`config.mk`:
```
export PLATFORM = sky130hd
export DESIGN_NAME = target_counter_array
export DESIGN_NICKNAME = d
export VERILOG_FILES = /design/src/rtl/target_pkg.sv /design/src/rtl/target_channel.sv /design/src/rtl/target_counter_array.sv
export SDC_FILE = /design/constraint.sdc
export NUM_CORES = 1
export LEC_CHECK = 0
export CAP_MARGIN = 20
export CORE_MARGIN = 3
export CORE_UTILIZATION = 65
export CTS_CLUSTER_DIAMETER = 60
export DETAILED_ROUTE_END_ITERATION = 12
export HOLD_SLACK_MARGIN = 0.06
export PLACE_DENSITY_LB_ADDON = 0.12
export SETUP_SLACK_MARGIN = 0.5
export SYNTH_ARGS = -nofsm -noshare
export SYNTH_HDL_FRONTEND = slang
export SYNTH_SLANG_ARGS = --single-unit
```
`constraint.sdc`:
```
create_clock -name clk -period 6.28 [get_ports clk]
set_clock_uncertainty 0.1 [all_clocks]
set_input_delay 1.884 -clock clk [delete_from_list [all_inputs] [get_ports clk]]
set_output_delay 1.884 -clock clk [all_outputs]
set_load 0.05 [all_outputs]
```
`src/rtl/target_pkg.sv`:
```
// target_pkg: shared shot-state encoding and default sizing for the target counter array.
package target_pkg;
    typedef enum logic [1:0] {IDLE, ARMED, RUNNING, DONE} state_t;
    localparam int NCH_DEF = 8;
    localparam int CW_DEF  = 16;
    localparam int TMO_DEF = 65535;
endpackage

```
`src/rtl/target_channel.sv`:
```
// target_channel: one microphone channel -- trigger capture, run/hit/ovf flags and saturating counter.
module target_channel
    import target_pkg::*;
#(
    parameter int CW = CW_DEF
) (
    input  logic          clk,
    input  logic          ares,
    input  logic          clr_i,
    input  logic          start_en_i,
    input  logic          stop_i,
    input  logic          quiet_i,
    input  logic          start_n_i,
    output logic          run_o,
    output logic          hit_o,
    output logic          ovf_o,
    output logic [CW-1:0] count_o
);
    logic          run_q, hit_q, ovf_q;
    logic [CW-1:0] cnt_q;
    logic          trig, inc, sat;

    // a channel triggers once per shot; later starts on it are ignored
    assign trig = start_en_i & ~start_n_i & ~hit_q;
    assign inc  = run_q & quiet_i;
    assign sat  = &cnt_q;

    always_ff @(posedge clk) begin
        if (ares || clr_i) begin
            run_q <= 1'b0;
            hit_q <= 1'b0;
            ovf_q <= 1'b0;
            cnt_q <= '0;
        end else begin
            if (inc && !sat) cnt_q <= CW'(cnt_q + 1'b1);
            if (inc && sat) ovf_q <= 1'b1;
            hit_q <= hit_q | trig;
            run_q <= stop_i ? 1'b0 : (run_q | trig);
        end
    end

    assign run_o   = run_q;
    assign hit_o   = hit_q;
    assign ovf_o   = ovf_q;
    assign count_o = cnt_q;
endmodule

```
`src/rtl/target_counter_array.sv`:
```
// target_counter_array: NCH trigger-to-stop counters framed by an arm/run/done FSM
// with no-stop timeout, first-channel capture and a registered count read-out.
module target_counter_array
    import target_pkg::*;
#(
    parameter int NCH = NCH_DEF,
    parameter int CW  = CW_DEF,
    parameter int TMO = TMO_DEF
) (
    input  logic                   clk,
    input  logic                   ares,
    input  logic                   arm,
    input  logic                   clear,
    input  logic                   quiet,
    input  logic [NCH-1:0]         start_n,
    input  logic                   stop_n,
    input  logic [$clog2(NCH)-1:0] sel,
    output logic [NCH-1:0]         run,
    output logic [NCH-1:0]         hit,
    output logic [NCH-1:0]         ovf,
    output logic [CW-1:0]          count_sel,
    output logic [$clog2(NCH)-1:0] first_ch,
    output logic                   done,
    output logic                   timeout
);
    localparam int SW = $clog2(NCH);
    localparam int TW = $clog2(TMO + 1);

    state_t        state_q;
    logic [TW-1:0] timer_q;
    logic [SW-1:0] first_q, first_d;
    logic          done_q, tmo_q;
    logic [CW-1:0] count_sel_q;
    logic [CW-1:0] cnt [2**SW];
    logic          any_start, tmo_hit, clr, start_en, stop;

    assign any_start = ~&start_n;
    assign tmo_hit   = timer_q == TW'(TMO - 1);
    // counters are zeroed while idle, on abort, and when re-arming from a finished shot
    assign clr       = clear | (state_q == IDLE) | ((state_q == DONE) & arm);
    assign start_en  = ~clear & ((state_q == ARMED) | (state_q == RUNNING));
    assign stop      = ~clear & (state_q == RUNNING) & (~stop_n | tmo_hit);

    always_comb begin
        first_d = '0;
        for (int i = NCH - 1; i >= 0; i--)
            if (!start_n[i]) first_d = SW'(i);
    end

    always_ff @(posedge clk) begin
        if (ares || clear) begin
            state_q <= IDLE;
            timer_q <= '0;
            first_q <= '0;
            done_q  <= 1'b0;
            tmo_q   <= 1'b0;
        end else begin
            case (state_q)
                IDLE: if (arm) state_q <= ARMED;
                ARMED: if (any_start) begin
                    state_q <= RUNNING;
                    first_q <= first_d;
                    timer_q <= '0;
                end
                RUNNING: begin
                    timer_q <= TW'(timer_q + 1'b1);
                    if (!stop_n || tmo_hit) begin
                        state_q <= DONE;
                        done_q  <= 1'b1;
                        tmo_q   <= stop_n;
                    end
                end
                DONE: if (arm) begin
                    state_q <= ARMED;
                    timer_q <= '0;
                    first_q <= '0;
                    done_q  <= 1'b0;
                    tmo_q   <= 1'b0;
                end
                default: state_q <= IDLE;
            endcase
        end
    end

    always_ff @(posedge clk)
        count_sel_q <= (ares || clr) ? '0 : cnt[sel];

    for (genvar i = 0; i < 2**SW; i++) begin : g_ch
        if (i < NCH) begin : g_on
            target_channel #(.CW(CW)) u_ch (
                .clk       (clk),
                .ares      (ares),
                .clr_i     (clr),
                .start_en_i(start_en),
                .stop_i    (stop),
                .quiet_i   (quiet),
                .start_n_i (start_n[i]),
                .run_o     (run[i]),
                .hit_o     (hit[i]),
                .ovf_o     (ovf[i]),
                .count_o   (cnt[i])
            );
        end else begin : g_off
            assign cnt[i] = '0;
        end
    end

    assign count_sel = count_sel_q;
    assign first_ch  = first_q;
    assign done      = done_q;
    assign timeout   = tmo_q;
endmodule

```
==> metrics.md, run 1 <==
| Metric | Value |
|---|---|
| Cell count after synthesis | 1191 |
| Max Fclk | 244 MHz |
| Cell family with most CP delay | simple AND/OR/NAND/NOR gates |
| Largest fanout on the critical path | 18 |
| Num rows | 45 |
| Max-Cap Viols | 0 |
| Crit path from | quiet |
| WHS | 0.356 ns |
| Initial core utilization | 67.6% |
| R2R cell count | 6 |
| # IOs | 62 |
| Worst min-delay path class | flop to flop |
| Largest net degree at the start of global routing | 81 |
| Dpl cells | 1381 |
| Syn Area/Cell | 8.76 sq um |
| Largest family of logic cells by synthesized area | simple AND/OR/NAND/NOR gates |
| Synth Area in XOR/XNOR | 0% |
| P per Cell Area | 207 mW/mm^2 |
| DPL Wire Length | 18.8 mm |
| Post-synth ARST share | 0% |
| # setup viols final | 0 |
| Setup CP Type | input port to flop |
| Mux share of post-synthesis cell area | 11.1% |
| Synth top cells by count | 191 x dfxtp_1, 98 x nand2_1, 96 x a21oi_1 |
| Initial antenna violation count | 0 |
| Antenna diodes | 0 |
| Crit path DAT | 4.37 ns |
| Slew headroom | 26.1% |
| Worst reg2reg setup slack | 3.72 ns |
| Largest cells by area after synthesis | dfxtp_1 37%, mux4_2 6.7%, a21oi_1 4.6% |
| Hold buffer count at CTS | 0 |
| Seq/Total Area, Yosys | 36.7% |
| Element type at the critical path end | flop |
| Psw | 511 uW |
| Chip width | 133 um |
| Synth top area share | 36.7% |
| Tightest Pin Transition | 1.10 ns |
| Nets@finish | 1224 |
| Gr ovfl total | 0 |
| Via count | 9677 |
| Initial DRC count | 1219 |
| Crit path time final | 4.10 ns |
| Cell area after synthesis | 0.0104 sq mm |
| Adder-Cell Fraction of Synth Area | 1.68% |
| Total clock sinks | 191 |
| P_int | 1860 uW |
| Worst EP required | 6.55 ns |
| Fin. max-slew vios | 0 |
| Share of layout cells above drive strength 1 | 7.39% |
| CP Depth | 5 |
| Netlist cell types | 68 |
| Compound-gate portion of the synthesized area | 16.5% |
| Worst Hold End | timeout |
| TritonCTS clock tree | built |
| Simple-Gate Fraction of Synth Area | 28.5% |
| Worst reg2reg path endpoint | g_ch[3].g_on.u_ch.count_o[7] |
| Clock slew at reported path FFs | 0.07 ns |
| Fillers | 1190 |
| Gate power share | 4.0% |
| Post-CTS sizing | 0 |
| Worst flop-to-flop path startpoint | state_q[0] |
| Biggest cell delay along the critical path | 0.95 ns |
| Maximum root-to-sink buffer count | 2 |
| Top_reg_cell synth | dfxtp_1 |
| Synth Register Bits | 191 |
| RePlAce Congestion | 0.924 |
| Setup TNS | 0 ns |
| Die height | 133 um |
| WL/cell | 19.0 um |
| Biggest area consumer among synthesized cells | dfxtp_1 |
| Synthesized net count | 1222 |
| Switching Share | 21.5% |
| DRC errors left | 0 |
| CP startpoint kind | input port |
| Root Buffer | clkbuf_16 |
| Cell with the most instances after synthesis | dfxtp_1 |
| Fin cells | 1416 |
| Critical path, cell by cell | clkdlybuf4s50_1, nand2_1, or3_1, or4_1, a21oi_1 |
| LEAKAGE | 0.00340 uW |
| Clock Power Share | 44.9% |
| Peak supply drop | 200 uV |
| GRT Total Usage | 30.0% |
| Total CTS buffers | 17 |
| Hold depth | 2 |
| RSZ-0062 raised after global routing | false |
| # Post-CTS Setup Buffers | 0 |
| CP Buf/Inv Count | 1 |
| Post-DRT Antenna Nets | 0 |
| Core area | 0.0154 sq mm |
| Full die area | 0.0176 sq mm |
| First drt pass iteration count | 6 |
| Sequential fraction of design power | 51.2% |
| CP max-delay cell | clkdlybuf4s50_1 |
| Vias per cell | 6.83 |
| Worst skew pair latency | 0.43 ns |
| Period Utilization, post-route | 65.3% |
| Vias in the first global route | 8484 |
| Status | completed |
| Synth Warn # | 0 |
| First-pass GRT wire length | 43.4 mm |
| Final Hold Vio Count | 0 |
| Total Wirelength | 26.9 mm |
| Hold Path Origin | timeout |
| EDFF count, synth | 0 |
| Area Overhead vs Synth | 10.2% |
| H-tree depth | 4 |
| IO Port Bufs | 61 |
[power groups by stage]
stage / clock (uW) / combinational, uW / sequential (uW)
floorplan: 0 / 64.4 / 1240
global placement: 0 / 90.5 / 1240
detailed placement: 0 / 91.5 / 1240
CTS: 1070 / 92.6 / 1210
global route: 1130 / 102 / 1210
finish: 1070 / 94.1 / 1210
[metrics by stage]
step | util, % | setup slack (ns) | cell area, sq um | total power [uW]
finish | 74.5 | 2.18 | 11500 | 2370
global route | 74.5 | 2.02 | 11500 | 2440
global placement | 70.5 | 1.77 | 10900 | 1330
detailed placement | 70.5 | 1.61 | 10900 | 1330
CTS | 74.2 | 2.04 | 11400 | 2380
floorplan | - | 2.87 | 10400 | 1310
[worst reg2reg max path, stage by stage (launching register included)]
cell and delay (ns):
dfxtp_1 0.39, inv_1 0.09, ha_1 0.28, a2111o_2 0.77, buf_4 0.40, a2111o_1 0.40, o21ai_0 0.07
[cells by family after synthesis]
logic type	after synthesis
AO/OA/AOI/OAI	273
AND/OR/NAND/NOR	524
flip-flops	191
buffers and inverters	114
multiplexers	75
adder cells (fa/ha/maj)	14
[cell type report]
cell class	instances	area, sq um	share of cell area (%)
Sequential cell	191	3820	33.3
Tap cell	211	264	2.30
Timing Repair Buffer	74	716	6.23
Clock inverter	5	80.1	0.697
Multi-Input combinational cell	886	6030	52.5
Clock buffer	26	489	4.26
Inverter	23	86.3	0.751
[worst max-delay path by stage]
stage	endpoint	slack, ns
floorplan	count_sel[3]	2.87
global placement	g_ch[5].g_on.u_ch.count_o[9]	1.77
detailed placement	timer_q[2]	1.61
CTS	timer_q[2]	2.04
global route	g_ch[5].g_on.u_ch.count_o[9]	2.02
finish	g_ch[5].g_on.u_ch.count_o[9]	2.18
[per-layer routing]
| metal | vias up | wire length [um] | global-route usage (%) |
|---|---|---|---|
| li1 | 4591 | - | - |
| met1 | 4570 | 12000 | 43.6 |
| met3 | 56 | 2420 | 6.92 |
| met5 | - | 0 | 0 |
| met2 | 460 | 11800 | 44.7 |
| met4 | 0 | 662 | 9.24 |
[cells in the final DEF (no fill, tap or decap), types with 11 or more instances in the layout]
cell / synthesis / final
nand3_1: 58 / 58
nand2b_1: 22 / 22
a21oi_1: 96 / 96
and4_1: 29 / 29
buf_4: 26 / 11
dfxtp_1: 191 / 191
mux4_2: 31 / 31
clkbuf_16: 0 / 17
nand2_1: 98 / 98
o311ai_0: 11 / 11
ha_1: 14 / 14
o21ai_0: 62 / 62
inv_1: 23 / 23
nor2_1: 73 / 73
mux2i_1: 43 / 43
nand4_1: 43 / 43
nor4_1: 22 / 20
and3_1: 15 / 15
or3_1: 44 / 44
or4_1: 46 / 46
o31ai_1: 39 / 39
nor3_1: 31 / 31
clkdlybuf4s50_1: 0 / 59
[flip-flops by register name, summed over array words and instances (netlist names)]
name and flops:
done 1, state_q 2, g_ch.g_on.u_ch.hit_o 8, g_ch.g_on.u_ch.run_o 8, count_sel 16, first_ch 3
timeout 1, timer_q 16, g_ch.g_on.u_ch.count_o 128, g_ch.g_on.u_ch.ovf_o 8
Power figures use the tool's default switching activity.
==> run 2, diff against run 1 <==
--- a/config.mk
+++ b/config.mk
@@ -7,7 +7,7 @@
 export LEC_CHECK = 0
 export CAP_MARGIN = 20
 export CORE_MARGIN = 3
-export CORE_UTILIZATION = 65
+export CORE_UTILIZATION = 60
 export CTS_CLUSTER_DIAMETER = 60
 export DETAILED_ROUTE_END_ITERATION = 12
 export HOLD_SLACK_MARGIN = 0.06
==> constraint.sdc (replaced) <==
create_clock -name clk -period 3.86 [get_ports clk]
set_clock_uncertainty 0.1 [all_clocks]
set_input_delay 1.158 -clock clk [delete_from_list [all_inputs] [get_ports clk]]
set_output_delay 1.158 -clock clk [all_outputs]
set_load 0.05 [all_outputs]
==> run 2 against run 1 <==
Effect of this change: critical path depth shrank 4; count of clock-buffer cells in the layout shrank 8; sequential share of layout area shrank 0.35 points; combinational power grew 67%; flip-flop and latch count is the same; non-clock buffer count grew 11; core utilization shrank 5.4 points; power grew 67%; critical path type is now flop to primary output; largest cell class unchanged; largest power group unchanged; highest routed layer unchanged.
==> metrics.md, run 2 (synthesized netlist as in run 1, its figures left out) <==
| Metric | Value |
|---|---|
| Via count | 9618 (-0.61%) |
| First-pass GRT wire length | 42.6 mm (-2.0%) |
| Maximum root-to-sink buffer count | 2 (unchanged) |
| Worst flop-to-flop path startpoint | state_q[0] |
| Setup TNS | 0 ns (unchanged) |
| Status | completed |
| Root Buffer | clkbuf_16 |
| Hold Path Origin | timeout |
| Critical path, cell by cell | clkdlybuf4s50_1 |
| Worst reg2reg setup slack | 1.50 ns (-2.22 ns) |
| CP max-delay cell | clkdlybuf4s50_1 |
| IO Port Bufs | 61 (unchanged) |
| First drt pass iteration count | 7 (+1) |
| Peak supply drop | 326 uV (+63%) |
| Post-CTS sizing | 0 (unchanged) |
| CP startpoint kind | flop |
| Biggest cell delay along the critical path | 0.87 ns (-0.08 ns) |
| Setup ws final | 0.802 ns (-1.38 ns) |
| # IOs | 62 (unchanged) |
| Full die area | 0.0190 sq mm (+7.9%) |
| Worst min-delay path class | flop to flop |
| Setup CP Type | flop to primary output |
| Worst skew pair latency | 0.44 ns (about the same) |
| P per Cell Area | 342 mW/mm^2 (+65%) |
| LEAKAGE | 0.00348 uW (+2.3%) |
| Cell family with most CP delay | buffers and inverters |
| Initial core utilization | 62.0% (-5.6 points) |
| Hold depth | 2 (unchanged) |
| WL/cell | 18.8 um (-0.87%) |
| CP Buf/Inv Count | 1 (unchanged) |
| Max-Cap Viols | 0 (unchanged) |
| R2R cell count | 5 (-1) |
| Vias per cell | 6.69 (-2.1%) |
| # Post-CTS Setup Buffers | 0 (unchanged) |
| Post-DRT Antenna Nets | 0 (unchanged) |
| Tightest Pin Transition | 1.03 ns (-0.0780 ns) |
| Largest net degree at the start of global routing | 81 (unchanged) |
| Largest fanout on the critical path | 6 (-12) |
| Total Wirelength | 27.0 mm (+0.60%) |
| Chip width | 138 um (+3.9%) |
| Fin. max-slew vios | 0 (unchanged) |
| DRC errors left | 0 (unchanged) |
| Crit path time final | 3.06 ns |
| Core area | 0.0168 sq mm (+9.0%) |
| Total CTS buffers | 17 (unchanged) |
| WHS | 0.359 ns (+0.00268 ns) |
| Vias in the first global route | 8173 (-3.7%) |
| Total clock sinks | 191 (unchanged) |
| Fillers | 1383 (+16%) |
| Most common cell after layout, fill and taps aside | dfxtp_1 |
| RePlAce Congestion | 0.927 (+0.26%) |
| TritonCTS clock tree | built |
| Worst Hold End | timeout |
| Initial DRC count | 941 (-23%) |
| Max Fclk | 327 MHz |
| Area Overhead vs Synth | 11.4% |
| # setup viols final | 0 (unchanged) |
| Setup WS pre-CTS | 0.404 ns (-1.21 ns) |
| Nets@finish | 1235 (+0.90%) |
| H-tree depth | 4 (unchanged) |
| Num rows | 47 (+4.4%) |
| Final Hold Vio Count | 0 (unchanged) |
| Period Utilization, post-route | 79.2% |
| Max reg flops | 128 (unchanged) |
| Share of layout cells above drive strength 1 | 8.79% (+1.4 points) |
| Gr ovfl total | 0 (unchanged) |
| Hold buffer count at CTS | 0 (unchanged) |
| GRT Total Usage | 28.3% (-1.7 points) |
| Initial antenna violation count | 0 (unchanged) |
| Worst EP required | 2.60 ns (-3.95 ns) |
| RSZ-0062 raised after global routing | false |
| Worst reg2reg path endpoint | g_ch[4].g_on.u_ch.count_o[11] |
| Crit path DAT | 1.80 ns (-2.57 ns) |
| Most frequent cells in the layout | 191 x dfxtp_1, 98 x nand2_1, 96 x a21oi_1 |
| DPL Wire Length | 19.0 mm (+1.1%) |
| Element type at the critical path end | primary output |
| Slew headroom | 31.1% (+5.0 points) |
| Die height | 138 um (+3.9%) |
| Antenna diodes | 0 (unchanged) |
| Clock slew at reported path FFs | 0.07 ns (about the same) |
[run 2: metrics by stage]
| step | utilization (%) | instances | power, uW | instance area (sq um) |
|---|---|---|---|---|
| 6_report | 69.1 | 1437 | 3970 | 11600 |
| 5_1_grt | 69.1 | 1437 | 4090 | 11600 |
| 4_1_cts | 69.0 | 1435 | 4000 | 11600 |
| 3_5_place_dp | 65.4 | 1403 | 2180 | 11000 |
| 3_3_place_gp | 65.4 | 1403 | 2170 | 11000 |
| 2_1_floorplan | - | 1191 | 2130 | 10400 |
[run 2: routing by layer]
layer / share of wire [%] / global-route usage (%) / up-vias / wire, um
li1: - / - / 4596 / -
met1: 45 / 41.3 / 4579 / 12300
met2: 44 / 42.7 / 406 / 11800
met3: 8.8 / 5.48 / 37 / 2370
met4: 2.1 / 8.40 / 0 / 566
met5: 0 / 0 / - / 0
[run 2: worst max path at each step]
stage | slack [ns] | endpoint | startpoint | cells past startpoint
6_report | 0.80 | run[3] | g_ch[3].g_on.u_ch.run_o | 1
5_1_grt | 0.70 | g_ch[6].g_on.u_ch.count_o[15] | quiet | 6
4_1_cts | 0.80 | run[3] | g_ch[3].g_on.u_ch.run_o | 1
3_5_place_dp | 0.40 | timer_q[14] | arm | 5
3_3_place_gp | 0.40 | g_ch[6].g_on.u_ch.count_o[9] | quiet | 6
2_1_floorplan | 1.18 | count_sel[3] | sel[1] | 5
[run 2: power breakdown]
| part | internal, uW | total, uW | switching (uW) | leakage (uW) |
|---|---|---|---|---|
| clock network | 996 | 1840 | 842 | 0.000299 |
| logic | 59.6 | 157 | 97.5 | 0.00164 |
| registers | 1970 | 1970 | 3.15 | 0.00154 |
[run 2: area by class of cell]
type | instances | area (sq um) | area share [%]
Multi-Input combinational cell | 886 | 6030 | 51.9
Clock buffer | 18 | 439 | 3.78
Timing Repair Buffer | 85 | 791 | 6.81
Inverter | 23 | 86.3 | 0.743
Sequential cell | 191 | 3820 | 32.9
Tap cell | 220 | 275 | 2.37
Clock inverter | 14 | 168 | 1.44
